[src/rtl/conv_idx_sequencer.sv]
// Index/strobe sequencer for the convolution engine: walks z[i] = sum x[j]*y[i-j]
// and drives X/Y read addresses, MAC clear/enable and Z write strobes.
//
// state | meaning
// IDLE  | waiting for start_i, sizes latched on acceptance
// INIT  | clear accumulator, compute j range for output i
// READ  | issue one X/Y address pair per term
// FLUSH | accumulate the last term returned by memory
// WRITE | write accumulator to Z[i]
// DONE  | one-cycle completion pulse
module conv_idx_sequencer #(
    parameter int AW = 5,
    parameter int ZW = 6
) (
    input  logic          clk,
    input  logic          rst,
    input  logic          start_i,
    input  logic [AW-1:0] size_x_i,
    input  logic [AW-1:0] size_y_i,
    output logic          busy_o,
    output logic          done_o,
    output logic [AW-1:0] addr_x_o,
    output logic [AW-1:0] addr_y_o,
    output logic          mac_clr_o,
    output logic          mac_en_o,
    output logic          wr_z_o,
    output logic [ZW-1:0] addr_z_o
);

    typedef enum logic [2:0] {
        IDLE  = 3'd0,
        INIT  = 3'd1,
        READ  = 3'd2,
        FLUSH = 3'd3,
        WRITE = 3'd4,
        DONE  = 3'd5
    } state_t;

    state_t        state;
    logic [AW-1:0] sz_x;
    logic [AW-1:0] sz_y;
    logic [AW-1:0] j;
    logic [AW-1:0] j_hi;
    logic [ZW-1:0] i;

    logic [ZW-1:0] sz_x_w;
    logic [ZW-1:0] sz_y_w;
    logic [ZW-1:0] last_i;
    logic [ZW-1:0] j_lo_w;
    logic [ZW-1:0] j_hi_w;
    logic [AW-1:0] j_inc;

    // All index math is done ZW wide; results are known to fit AW bits.
    assign sz_x_w = ZW'(sz_x);
    assign sz_y_w = ZW'(sz_y);
    assign last_i = sz_x_w + sz_y_w - ZW'(2);
    assign j_lo_w = (i >= sz_y_w) ? (i - sz_y_w + ZW'(1)) : '0;
    assign j_hi_w = (i < sz_x_w - ZW'(1)) ? i : (sz_x_w - ZW'(1));
    assign j_inc  = j + AW'(1);

    always_ff @(posedge clk) begin
        if (rst) begin
            state     <= IDLE;
            sz_x      <= '0;
            sz_y      <= '0;
            j         <= '0;
            j_hi      <= '0;
            i         <= '0;
            busy_o    <= 1'b0;
            done_o    <= 1'b0;
            addr_x_o  <= '0;
            addr_y_o  <= '0;
            mac_clr_o <= 1'b0;
            mac_en_o  <= 1'b0;
            wr_z_o    <= 1'b0;
            addr_z_o  <= '0;
        end else begin
            // Memory returns data one cycle after the address, so enable trails READ.
            mac_en_o <= (state == READ);
            case (state)
                IDLE: begin
                    if (start_i) begin
                        sz_x   <= size_x_i;
                        sz_y   <= size_y_i;
                        i      <= '0;
                        busy_o <= 1'b1;
                        if (size_x_i == '0 || size_y_i == '0) begin
                            state  <= DONE;
                            done_o <= 1'b1;
                        end else begin
                            state     <= INIT;
                            mac_clr_o <= 1'b1;
                        end
                    end
                end
                INIT: begin
                    mac_clr_o <= 1'b0;
                    j         <= AW'(j_lo_w);
                    j_hi      <= AW'(j_hi_w);
                    addr_x_o  <= AW'(j_lo_w);
                    addr_y_o  <= AW'(i - j_lo_w);
                    state     <= READ;
                end
                READ: begin
                    if (j == j_hi) begin
                        state <= FLUSH;
                    end else begin
                        j        <= j_inc;
                        addr_x_o <= j_inc;
                        addr_y_o <= AW'(i - ZW'(j_inc));
                    end
                end
                FLUSH: begin
                    wr_z_o   <= 1'b1;
                    addr_z_o <= i;
                    state    <= WRITE;
                end
                WRITE: begin
                    wr_z_o <= 1'b0;
                    if (i == last_i) begin
                        done_o <= 1'b1;
                        state  <= DONE;
                    end else begin
                        i         <= i + ZW'(1);
                        mac_clr_o <= 1'b1;
                        state     <= INIT;
                    end
                end
                DONE: begin
                    done_o <= 1'b0;
                    busy_o <= 1'b0;
                    state  <= IDLE;
                end
                default: begin
                    state     <= IDLE;
                    busy_o    <= 1'b0;
                    done_o    <= 1'b0;
                    mac_clr_o <= 1'b0;
                    mac_en_o  <= 1'b0;
                    wr_z_o    <= 1'b0;
                end
            endcase
        end
    end

endmodule

[config.mk]
export PLATFORM = sky130hd
export DESIGN_NAME = conv_idx_sequencer
export DESIGN_NICKNAME = d
export VERILOG_FILES = /design/src/rtl/conv_idx_sequencer.sv
export SDC_FILE = /design/constraint.sdc
export NUM_CORES = 1
export LEC_CHECK = 0
export ABC_CLOCK_PERIOD_IN_PS = 3700
export BUFFER_PORTS_ARGS = -buffer_cell sky130_fd_sc_hd__buf_2
export CORE_MARGIN = 4
export CORE_UTILIZATION = 47
export CTS_BUF_LIST = sky130_fd_sc_hd__clkbuf_4 sky130_fd_sc_hd__clkbuf_8 sky130_fd_sc_hd__clkbuf_16
export CTS_CLUSTER_DIAMETER = 60
export DETAILED_ROUTE_END_ITERATION = 10
export GPL_TIMING_DRIVEN = 0
export PLACE_DENSITY = 0.66
export SYNTH_ARGS = -nofsm -noshare
export SYNTH_HDL_FRONTEND = slang
export SYNTH_SLANG_ARGS = --single-unit
[constraint.sdc]
create_clock -name clk -period 3.7 [get_ports clk]
set_input_delay 0.74 -clock clk [delete_from_list [all_inputs] [get_ports clk]]
set_output_delay 0.74 -clock clk [all_outputs]
set_load 0.005 [all_outputs]
# After elaboration in Yosys (flattened, before gate mapping)
# Index checks and enable logic that the tools add are counted.
classes:
  n_addsub: 9
  magnitude_cmp: 2
  eq_ne: 14
  mux: 26
  bitwise: 3
  n_reduce_logical: 17
op_table:
  columns: ["op", "count"]
  rows:
  - ["$mux 5", 4]
  - ["$pmux 5 s2", 2]
  - ["$pmux 3 s5", 1]
  - ["$sub 5x5->5", 3]
  - ["$mux 3", 4]
  - ["$mux 6", 2]
  - ["$ne 2x2->1 const B", 6]
  - ["$pmux 6 s2", 1]
  - ["$add 5x1->5 const B", 2]
  - ["$logic_not 5->1", 2]
  - ["$mux 1", 8]
  - ["$reduce_and 2->1", 4]
  - ["$reduce_and 4->1", 2]
  - ["$reduce_or 4->1", 2]
  - ["$add 5x5->6", 1]
  - ["$add 6x1->6 const B", 1]
  - ["$eq 3x2->1 const B", 2]
  - ["$eq 3x3->1 const B", 2]
  - ["$eq 6x6->1", 1]
  - ["$ge 6x5->1", 1]
  - ["$lt 6x6->1", 1]
  - ["$pmux 1 s3", 2]
  - ["$reduce_or 3->1", 2]
  - ["$sub 5x1->6 const B", 1]
  - ["10 further kinds", 14]
word_totals:
  register_bits: 45
  inputBits: 13
  wordCells: 84

# Logic depth before layout (Yosys ltp)
# Gate-level depths: netlist of run 1.
depth:
  ltp_word: 5
  depth_mapped: 17
  depth_no_buf: 17

# Least setup slack after synthesis of run 1
# OpenSTA, ideal clock, no wires.
synth_timing:
  path_type: "register to register"
  from: "reg i[1]"
  to: "reg addr_y_o[4]"
  setup_time_ps: 126
  arrival_ps: 2853
  t_required_ps: 3574
  slack_ps: 722
  path_stages_with_launch: 16
  n_path_buf: 0
  synth_period_minus_slack_ps: 2978
  path_cell_list: "dfxtp_1 inv_1 ha_1 inv_1 ha_1 inv_1 fa_1 inv_1 a22oi_1 ha_1 a21o_1 a21oi_1 xnor2_1 nor3_1 nand2_1 nand4_1"
synth_via:
  elab_chain_cells: 5
  word_cells_on_any_way: 8
  cone_classes: "add/sub (4); order compare (1); mux (3)"
synth_lines:
  columns: ["element", "line_no", "rtl"]
  rows:
  - ["from (decl)", "44", "logic [ZW-1:0] i;"]
  - ["from (signal assigned)", "124", "i <= i + ZW'(1);"]
  - ["$sub 5x5->5", "57", "assign j_lo_w = (i >= sz_y_w) ? (i - sz_y_w + ZW'(1)) : '0;"]
  - ["$add 5x1->5", "57", null]
  - ["$mux 5", "57", null]
  - ["$sub 5x5->5", "101", "addr_y_o <= AW'(i - j_lo_w);"]
  - ["$pmux 5 s2 *", "80", "case (state)"]
  - ["to (signal assigned)", "101", null]
  - ["to (signal assigned)", "110", "addr_y_o <= AW'(i - ZW'(j_inc));"]
  - ["to (decl)", "23", "output logic [AW-1:0] addr_y_o,"]
# Mark *: on every way between the ends. The rest lies on a longest branch, timed or not. The select of a mux whose other input is x is not followed.
# A chain may end at the register's enable or synchronous reset.

# Worst setup path after layout of run 1
layout_timing:
  from: "reg i[0]"
  to: "reg addr_y_o[4]"
# The elaborated chain is that of the path after synthesis.

==> flow_summary.yaml, run 1 <==
yosys:
  synthCells: 360
  ys_seq_area_share_pct: 30.8
  synth.most_common_cell: "dfxtp_1"
  synth_edf_count: 0
  synth_async_sr_flop_share_pct: 0
  ys_seq_elements: 45
  synth.top_cells.by_area: "dfxtp_1, ha_1, a21oi_1, xnor2_1, nand2_1"
  dominantRegCellSynth: "dfxtp_1"
  synth_area_leader_cell: "dfxtp_1"
  synth_top_area_share_pct: 30.8
  yosysWarnings: 0
  syn_area_um2: 2920
  syn_avg_cell_area_um2: 8.12
  synth_nets: 408
  ys_types: 46
  synth_common_cells: "dfxtp_1, nand2_1, a21oi_1"
timing:
  rsz0062_at_grt: "false"
  holdWs_ns: 0.460
  worst_pin_slew_ns: 0.817
  min_period_over_period_pct: 91.7
  max_slew_margin_pct: 44.8
  finalMaxSlewViolations: 0
  setup_viol: 0
  hold_viol_final: 0
  max_freq_mhz: 295
  tns_ns: 0
  fin_worst_skew_ns: 0.00935
  post-route-min-period_ns: 3.39
final_layout:
  area_growth_pct: 12.3
  utilization_pct: 54.8
  drive_gt1_share_pct: 14.5
  fin_area_um2: 3280
  fin_nets: 447
  antenna_cells: 0
placed_design:
  numPortBuffers: 32
  routabilityCongestion: 0.813
  placed_area_um2: 3180
  hpwl_um: 5340
power:
  ir_drop_v: 0.000335
  cellPowerDensity_nw_per_um2: 555
  power.leakage_nw: 1.41
  total_power_mw: 1.82
floorplanning:
  die_area_um2: 7540
  die_h_um: 86.8
  io_pins: 34
  start_util_pct: 48.8
  core_um2: 5990
  fp-row-count: 28
  fp.dieW_um: 86.8
grt:
  grtUsageTotal_pct: 19.3
  grt_pass1_wl_um: 11500
  grt_pass1_vias: 2479
  grt_max_degree: 14
  grt-ovfl-total: 0
  antenna_found_initial: 0
route:
  wl_per_cell_um: 14.4
  drtAntennaViolNets: 0
  dr.pass1.iters: 4
  via_count: 2594
  finalWirelength_um: 6840
  drc: 0
  vias_per_cell: 5.47
  drt_iter0_drc: 97
cts:
  worstSkewPairLatency_ns: 0.30
  cts-buffers-inserted: 5
  cts_max_level: 2
  cts_sinks: 45
  cts_buffer_depth: 2
  cts-root-buf: "clkbuf_8"
  clk_pin_slew_ns: 0.09
  cts_tree: "built"
  cts-hold-fix-buffers: 0
critical_path:
  crit_arrival_ns: 3.58
  endpoint_kind: "flip-flop"
  r2r_slack_ns: 0.31
  crit_type: "flip-flop to flip-flop"
  required_ns: 3.89
  cp-start-kind: "flip-flop"
  critPathMaxFanout: 8
hold_path:
  hp-class: "flip-flop to flip-flop"
run_status:
  status: "completed"
run:
  cap_viol_max_count: 0
through the flow:
stage | std cells | worst slack, ns
after CTS | 474 | 0.232
after floorplan | 360 | 0.722
after detailed placement | 467 | 0.242
after global routing | 474 | 0.0681
after global placement | 467 | 0.280
final | 474 | 0.309
timing repair:
item / CTS / global route
buffers inserted: 0 / 0
endpoints found under the setup margin: 0 / 1
gates resized for setup: 0 / 1
power breakdown:
part	internal [mW]	switching, mW
registers	0.563	0.0737
logic	0.367	0.452
clock network	0.197	0.169
registers in the layout, summed over array words and instances (netlist names):
name / cells
addr_z_o: 6
i: 6
addr_y_o: 5
j: 5
j_hi: 5
sz_x: 5
sz_y: 5
state: 3
busy_o: 1
done_o: 1
mac_clr_o: 1
mac_en_o: 1
wr_z_o: 1
logic make-up (layout without fill, tap and decap cells):
kind of cell,after synthesis,after routing,synth area share (%)
buffers and inverters,47,86,6.89
XOR/XNOR,25,25,7.49
adder cells (fa/ha/maj),35,35,16.0
AND/OR/NAND/NOR,119,119,19.4
AO/OA/AOI/OAI,85,85,18.0
multiplexers,4,4,1.37
flip-flops,45,45,30.8
worst max-delay path, stage by stage, from the launching register on:
cell     delay, ns
dfxtp_1       0.52
inv_1         0.23
ha_1          0.36
nor3b_1       0.05
o21ai_0       0.25
o311a_2       0.28
nand2_1       0.09
o21ai_0       0.08
ha_1          0.17
inv_1         0.06
fa_1          0.40
a21o_1        0.17
a21oi_1       0.17
xnor2_1       0.20
nor3_1        0.09
nand2_1       0.08
nand4_1       0.08
per-layer routing:
metal | up-vias | GRT usage (%) | share of wire (%)
met5 | - | 0 | 0
met4 | 0 | 6.52 | 1.6
met3 | 10 | 3.42 | 6.1
met2 | 68 | 31.0 | 46
met1 | 1194 | 26.0 | 46
li1 | 1322 | - | -
cells in the final DEF (no fill, tap or decap), drive strengths merged, types with 2 or more instances in the layout:
cell type  netlist  layout
fa               4       4
mux2i            4       4
and4             3       3
xnor2           19      19
nand3           10      10
a21oi           39      39
nor3             8       8
or3b             2       2
nand2           41      41
o21a             3       3
buf              8      40
inv             31      31
o31ai            2       2
a211oi           7       7
and3             3       3
o211ai           6       6
xor2             6       6
nand4            3       3
a21o             5       5
nand2b           2       2
or4              4       4
ha              31      31
a31oi            4       4
dfxtp           45      45
nor2            34      34
or3              2       2
a22oi            4       4
or2              3       3
o21ai            9       9
nor3b            2       2
clkbuf           8      13
final cells by class:
class,instances,area (µm²)
sequential,45,902
multi-input combinational,268,1820
tap,75,93.8
buffer,16,85.1
inverter,31,116
fill,586,2710
timing repair buffer,32,160
clock buffer,5,68.8
clock inverter,2,35.0
final timing paths:
kind / endpoint / cells past startpoint / from
setup reg to reg: addr_y_o[4] / 16 / i[0]
hold / removal: sz_y[2] / 2 / sz_y[2]
setup / recovery: addr_y_o[4] / 16 / i[0]
hold reg to reg: sz_y[2] / 2 / sz_y[2]
(Power assumes the default switching activity.)
==> inputs of run 2 (changes only) <==
--- a/config.mk
+++ b/config.mk
@@ -5,7 +5,7 @@
 export SDC_FILE = /design/constraint.sdc
 export NUM_CORES = 1
 export LEC_CHECK = 0
-export ABC_CLOCK_PERIOD_IN_PS = 3700
+export ABC_CLOCK_PERIOD_IN_PS = 4200
 export BUFFER_PORTS_ARGS = -buffer_cell sky130_fd_sc_hd__buf_2
 export CORE_MARGIN = 4
 export CORE_UTILIZATION = 47
==> constraint.sdc (replaced) <==
create_clock -name clk -period 4.2 [get_ports clk]
set_input_delay 0.84 -clock clk [delete_from_list [all_inputs] [get_ports clk]]
set_output_delay 0.84 -clock clk [all_outputs]
set_load 0.005 [all_outputs]
==> run 2 against run 1 <==
  * Utilization is essentially flat
  * Power shrank 12%
  * Sequential share of layout area is essentially flat
  * Clock skew is the same
  * Fmax shrank 3.4%
  * Critical path depth is the same
  * Final cell count is the same
  * Sequential cell count is the same
  * Sequential power shrank 12%
  * Critical endpoint unchanged
  * Highest routed layer unchanged
==> flow_summary.yaml, run 2 (synthesized netlist as in run 1, its figures left out) <==
timing:
  min_period_over_period_pct: 83.6
  finalMaxSlewViolations: 0
  hold_viol_final: 0
  rsz0062_at_grt: "false"
  post-route-min-period_ns: 3.51
  max_slew_margin_pct: 44.8
  max_freq_mhz: 285
  fin_worst_skew_ns: 0.00935
  worst_pin_slew_ns: 0.817
  setup_viol: 0
  tns_ns: 0
critical_path:
  cp-start-kind: "flip-flop"
  crit_chain: "inv_1 -> ha_1 -> o211ai_1 -> o21ai_0 -> o311a_2 -> nand2_1 -> o21ai_0 -> ha_1 -> inv_1 -> fa_1 -> a21o_1 -> a21oi_1 -> xnor2_1 -> nor3_1 -> nand2_1 -> nand4_1"
  crit_family: "compound AO/OA/AOI/OAI gates"
  required_ns: 4.39
  r2r_slack_ns: 0.69
  critPathBufInv: 2
  crit_arrival_ns: 3.70
  r2r_start: "i[1]"
  rr_worst_depth: 16
  reg2reg_to: "addr_y_o[4]"
  crit_type: "flip-flop to flip-flop"
  slowest_stage: "dfxtp_1"
  endpoint_kind: "flip-flop"
  critPathMaxFanout: 9
  crit_path_max_incr_delay_ns: 0.61
power:
  switching_share_pct: 38.1
  power.net_switching_uw: 612
  p_int_uw: 993
  seqPwrFrac_pct: 35.0
  ir_drop_v: 0.000295
  p_clk_share_pct: 20.1
  power.leakage_nw: 1.41
  cellPowerDensity_nw_per_um2: 489
  pwr-share-comb_pct: 45.0
final_layout:
  layout_commonest_cell: "dfxtp_1"
  fill_cells: 587
  stdcell_count: 474
  fin_nets: 447
  largest_registers: "addr_z_o x6, i x6"
  multi_input_area_um2: 1820
  drive_gt1_share_pct: 14.3
  regArea_um2: 901
  final_cell_mix: "dfxtp_1, nand2_1, a21oi_1"
  antenna_cells: 0
  area_growth_pct: 12.2
cts:
  post_cts_resized: 0
  worstSkewPairLatency_ns: 0.30
  clk_pin_slew_ns: 0.09
  cts_max_level: 2
  cts-buffers-inserted: 5
  cts_buffer_depth: 2
  cts_tree: "built"
  cts-hold-fix-buffers: 0
  cts_sinks: 45
  postCtsSetupBuffers: 0
  cts-root-buf: "clkbuf_8"
grt:
  grt_max_degree: 14
  grt_pass1_vias: 2479
  grt-ovfl-total: 0
  grt_pass1_wl_um: 11500
  grtUsageTotal_pct: 19.3
  antenna_found_initial: 0
route:
  wl_per_cell_um: 14.4
  vias_per_cell: 5.47
  drtAntennaViolNets: 0
  dr.pass1.iters: 4
  drt_iter0_drc: 97
  finalWirelength_um: 6840
  via_count: 2594
  drc: 0
placed_design:
  numPortBuffers: 32
  routabilityCongestion: 0.813
  hpwl_um: 5340
  dp.cells: 467
floorplanning:
  fp-row-count: 28
  io_pins: 34
  fp.dieW_um: 86.8
  die_h_um: 86.8
  start_util_pct: 48.8
  core_um2: 5990
  die_area_um2: 7540
hold_path:
  min-delay-start: "sz_y[2]"
  min_to: "sz_y[2]"
  whs_path_depth: 2
  hp-class: "flip-flop to flip-flop"
run:
  cap_viol_max_count: 0
run_status:
  status: "completed"
==> run 2: layout make-up <==
type	instances	area share, %
Buffer	16	2.59
Tap cell	75	2.86
Sequential cell	45	27.5
Timing Repair Buffer	32	4.88
Multi-Input combinational cell	268	55.5
Clock inverter	2	1.07
Clock buffer	5	2.10
Inverter	31	3.55
==> run 2: worst max path at each step <==
stage | startpoint | to | depth (start not counted)
after floorplan | i[1] | addr_y_o[4] | 15
after global placement | i[1] | addr_y_o[4] | 15
after detailed placement | i[1] | addr_y_o[4] | 16
after CTS | i[1] | addr_y_o[4] | 16
after global routing | i[1] | addr_y_o[4] | 16
final | i[1] | addr_y_o[4] | 16
==> run 2: per-stage QoR <==
step	area (µm²)	util (%)	hold WS, ns	setup WS, ns	total power [mW]
floorplan	2920	-	0.436	1.22	1.10
global placement	3180	53.0	0.445	0.780	1.27
detailed placement	3180	53.0	0.448	0.742	1.29
CTS	3280	54.7	0.463	0.732	1.61
global route	3280	54.7	0.494	0.426	1.74
finish	3280	54.7	0.460	0.688	1.60
==> run 2: tightest hold or removal path: cells and delay by family (launching register included) <==
family,cells,cell delay [ns]
AO/OA/AOI/OAI,1,0.05
flip-flops,1,0.32
AND/OR/NAND/NOR,1,0.05
==> run 2: metal layers <==
layer / GRT usage, % / wire, µm / vias up
met1: 26.0 / 3180 / 1194
met3: 3.42 / 418 / 10
met5: 0 / 0 / -
li1: - / - / 1322
met4: 6.52 / 108 / 0
met2: 31.0 / 3140 / 68
==> run 2: power groups by stage <==
stage	sequential, mW	clock, mW	combinational, mW
floorplan	0.563	0	0.540
global placement	0.569	0	0.702
detailed placement	0.570	0	0.723
CTS	0.560	0.325	0.727
global route	0.571	0.341	0.824
finish	0.561	0.322	0.721
==> inputs of run 3 (changes only) <==
--- a/config.mk
+++ b/config.mk
@@ -5,7 +5,8 @@
 export SDC_FILE = /design/constraint.sdc
 export NUM_CORES = 1
 export LEC_CHECK = 0
-export ABC_CLOCK_PERIOD_IN_PS = 4200
+export ABC_AREA = 1
+export ABC_CLOCK_PERIOD_IN_PS = 3350
 export BUFFER_PORTS_ARGS = -buffer_cell sky130_fd_sc_hd__buf_2
 export CORE_MARGIN = 4
 export CORE_UTILIZATION = 47
==> constraint.sdc (replaced) <==
create_clock -name clk -period 3.35 [get_ports clk]
set_input_delay 0.67 -clock clk [delete_from_list [all_inputs] [get_ports clk]]
set_output_delay 0.67 -clock clk [all_outputs]
set_load 0.005 [all_outputs]
==> run 3 against run 2 <==
  * Sequential share of layout area shrank 0.64 points
  * Final cell count grew 13%
  * Die area grew 3.3%
  * Combinational power grew 54%
  * Sequential power grew 30%
  * Largest power group unchanged
  * Highest routed layer unchanged
==> flow_summary.yaml, run 3 <==
run_status:
  status: "completed"
timing:
  post-route-min-period_ns: 3.15
  min_period_over_period_pct: 94.0
  rsz0062_at_grt: "false"
  final.setup.worst_slack_ns: 0.202
  tns_ns: 0
  worst_pin_slew_ns: 0.541
  fin_worst_skew_ns: 0.0108
  hold_viol_final: 0
  setup_viol: 0
  max_slew_margin_pct: 63.9
  max_freq_mhz: 318
  finalMaxSlewViolations: 0
grt:
  grt_pass1_vias: 2580
  antenna_found_initial: 0
  grtUsageTotal_pct: 20.8
  grt_pass1_wl_um: 12700
  grt_max_degree: 16
  grt-ovfl-total: 0
floorplanning:
  fp-row-count: 28
  fp.dieW_um: 88.2
  die_h_um: 88.2
  core_um2: 6100
  start_util_pct: 49.7
  io_pins: 34
  die_area_um2: 7790
cts:
  cts_buffer_depth: 2
  worstSkewPairLatency_ns: 0.31
  postCtsSetupBuffers: 0
  cts_sinks: 45
  cts_tree: "built"
  cts-root-buf: "clkbuf_8"
  post_cts_resized: 1
  clk_pin_slew_ns: 0.10
  cts-hold-fix-buffers: 0
  cts_max_level: 2
  cts-buffers-inserted: 5
yosys:
  ys_seq_area_share_pct: 29.8
  synth_top_area_share_pct: 29.8
  synth_area_leader_cell: "dfxtp_1"
  synth_edf_count: 0
  syn_area_um2: 3030
  synthCells: 419
  ys_types: 34
  dominantRegCellSynth: "dfxtp_1"
  ys_seq_elements: 45
  yosysWarnings: 0
  synth_async_sr_flop_share_pct: 0
  synth.top_cells.by_area: "dfxtp_1, ha_1, nand2_1, a21oi_1, inv_1"
  synth_nets: 467
  synth_common_cells: "nand2_1, inv_1, a21oi_1"
  syn_avg_cell_area_um2: 7.22
  synth.most_common_cell: "nand2_1"
run:
  cap_viol_max_count: 0
critical_path:
  cp-start-kind: "flip-flop"
  required_ns: 3.57
  crit_arrival_ns: 3.37
  reg2reg_to: "addr_y_o[4]"
  r2r_slack_ns: 0.20
  crit_type: "flip-flop to flip-flop"
  rr_worst_depth: 18
  r2r_start: "i[1]"
  crit_start: "i[1]"
  endpoint_kind: "flip-flop"
  critPathMaxFanout: 9
final_layout:
  multi_input_area_um2: 1840
  antenna_cells: 0
  fill_cells: 618
  fin_nets: 506
  drive_gt1_share_pct: 14.8
  largest_registers: "addr_z_o x6, i x6"
  final_cell_mix: "nand2_1, inv_1, a21oi_1"
  layout_commonest_cell: "nand2_1"
  regArea_um2: 906
  area_growth_pct: 11.5
route:
  drc: 0
  vias_per_cell: 5.18
  via_count: 2766
  wl_per_cell_um: 13.8
  drt_iter0_drc: 195
  dr.pass1.iters: 4
  drtAntennaViolNets: 0
  finalWirelength_um: 7390
power:
  cellPowerDensity_nw_per_um2: 652
  power.leakage_nw: 1.69
  ir_drop_v: 0.000332
placed_design:
  numPortBuffers: 32
  routabilityCongestion: 0.824
  hpwl_um: 5780
  dp_worst_setup_slack_ns: -0.0466
hold_path:
  min-delay-start: "mac_clr_o"
  whs_path_depth: 2
  hp-class: "flip-flop to flip-flop"
  min_to: "mac_clr_o"
## run 3: worst max-delay path by stage
stage / end / slack [ns] / depth (start not counted)
after floorplan: addr_y_o[4] / 0.46 / 18
after global placement: addr_y_o[4] / -0.008 / 18
after detailed placement: addr_y_o[4] / -0.05 / 18
after CTS: addr_y_o[4] / 0.14 / 18
after global routing: addr_y_o[4] / 0.02 / 19
final: addr_y_o[4] / 0.20 / 18
## run 3: where the power goes
part	switching [mW]	internal, mW
sequential	0.0906	0.638
clock	0.208	0.149
combinational	0.673	0.442
total	0.971	1.23
## run 3: logic make-up (layout without fill, tap and decap cells)
| family | Yosys count | after routing | share of synthesized area [%] |
|---|---|---|---|
| and+or+nand+nor | 167 | 167 | 25.4 |
| AOI/OAI and AO/OA | 84 | 84 | 14.9 |
| buffers and inverters | 71 | 111 | 9.51 |
| DFF | 45 | 45 | 29.8 |
| adders and majority gates | 35 | 35 | 15.5 |
| xor gates and xnor gates | 17 | 17 | 4.92 |
## run 3: layer usage
metal,vias up,wire length [µm],global-route usage (%),part of all wire [%]
li1,1445,-,-,-
met1,1260,3660,30.3,50
met2,56,3390,33.2,46
met3,5,275,2.42,3.7
met4,0,66,4.67,0.89
met5,-,0,0,0
## run 3: worst max-delay path: stages (launching register included)
cell and delay (ns):
dfxtp_4 0.43, inv_1 0.13, ha_1 0.33, inv_1 0.08, ha_1 0.13, inv_1 0.06, fa_1 0.37, xor2_1 0.20
nor2_1 0.06, a32oi_1 0.23, ha_1 0.32, a21oi_1 0.15, nand2_1 0.07, xor2_1 0.20, inv_1 0.07, nand2_1 0.06
nand3_1 0.06, nand2_1 0.06, inv_1 0.04
## run 3: final cells by class
class | count | share of cell area (%)
inverter | 61 | 6.78
clock buffer | 5 | 2.04
buffer | 10 | 1.74
clock inverter | 3 | 0.630
timing repair buffer | 32 | 4.74
sequential | 45 | 26.8
multi-input combinational | 303 | 54.4
tap | 75 | 2.78
## run 3: metrics by stage
| stage | utilization (%) | power (mW) | cells | hold slack, ns | area (µm²) |
|---|---|---|---|---|---|
| finish | 55.4 | 2.20 | 534 | 0.472 | 3380 |
| global route | 55.4 | 2.43 | 534 | 0.510 | 3380 |
| CTS | 55.3 | 2.22 | 534 | 0.474 | 3370 |
| detailed placement | 53.8 | 1.86 | 526 | 0.454 | 3280 |
| global placement | 53.8 | 1.84 | 526 | 0.458 | 3280 |
| floorplan | - | 1.57 | 419 | 0.456 | 3030 |
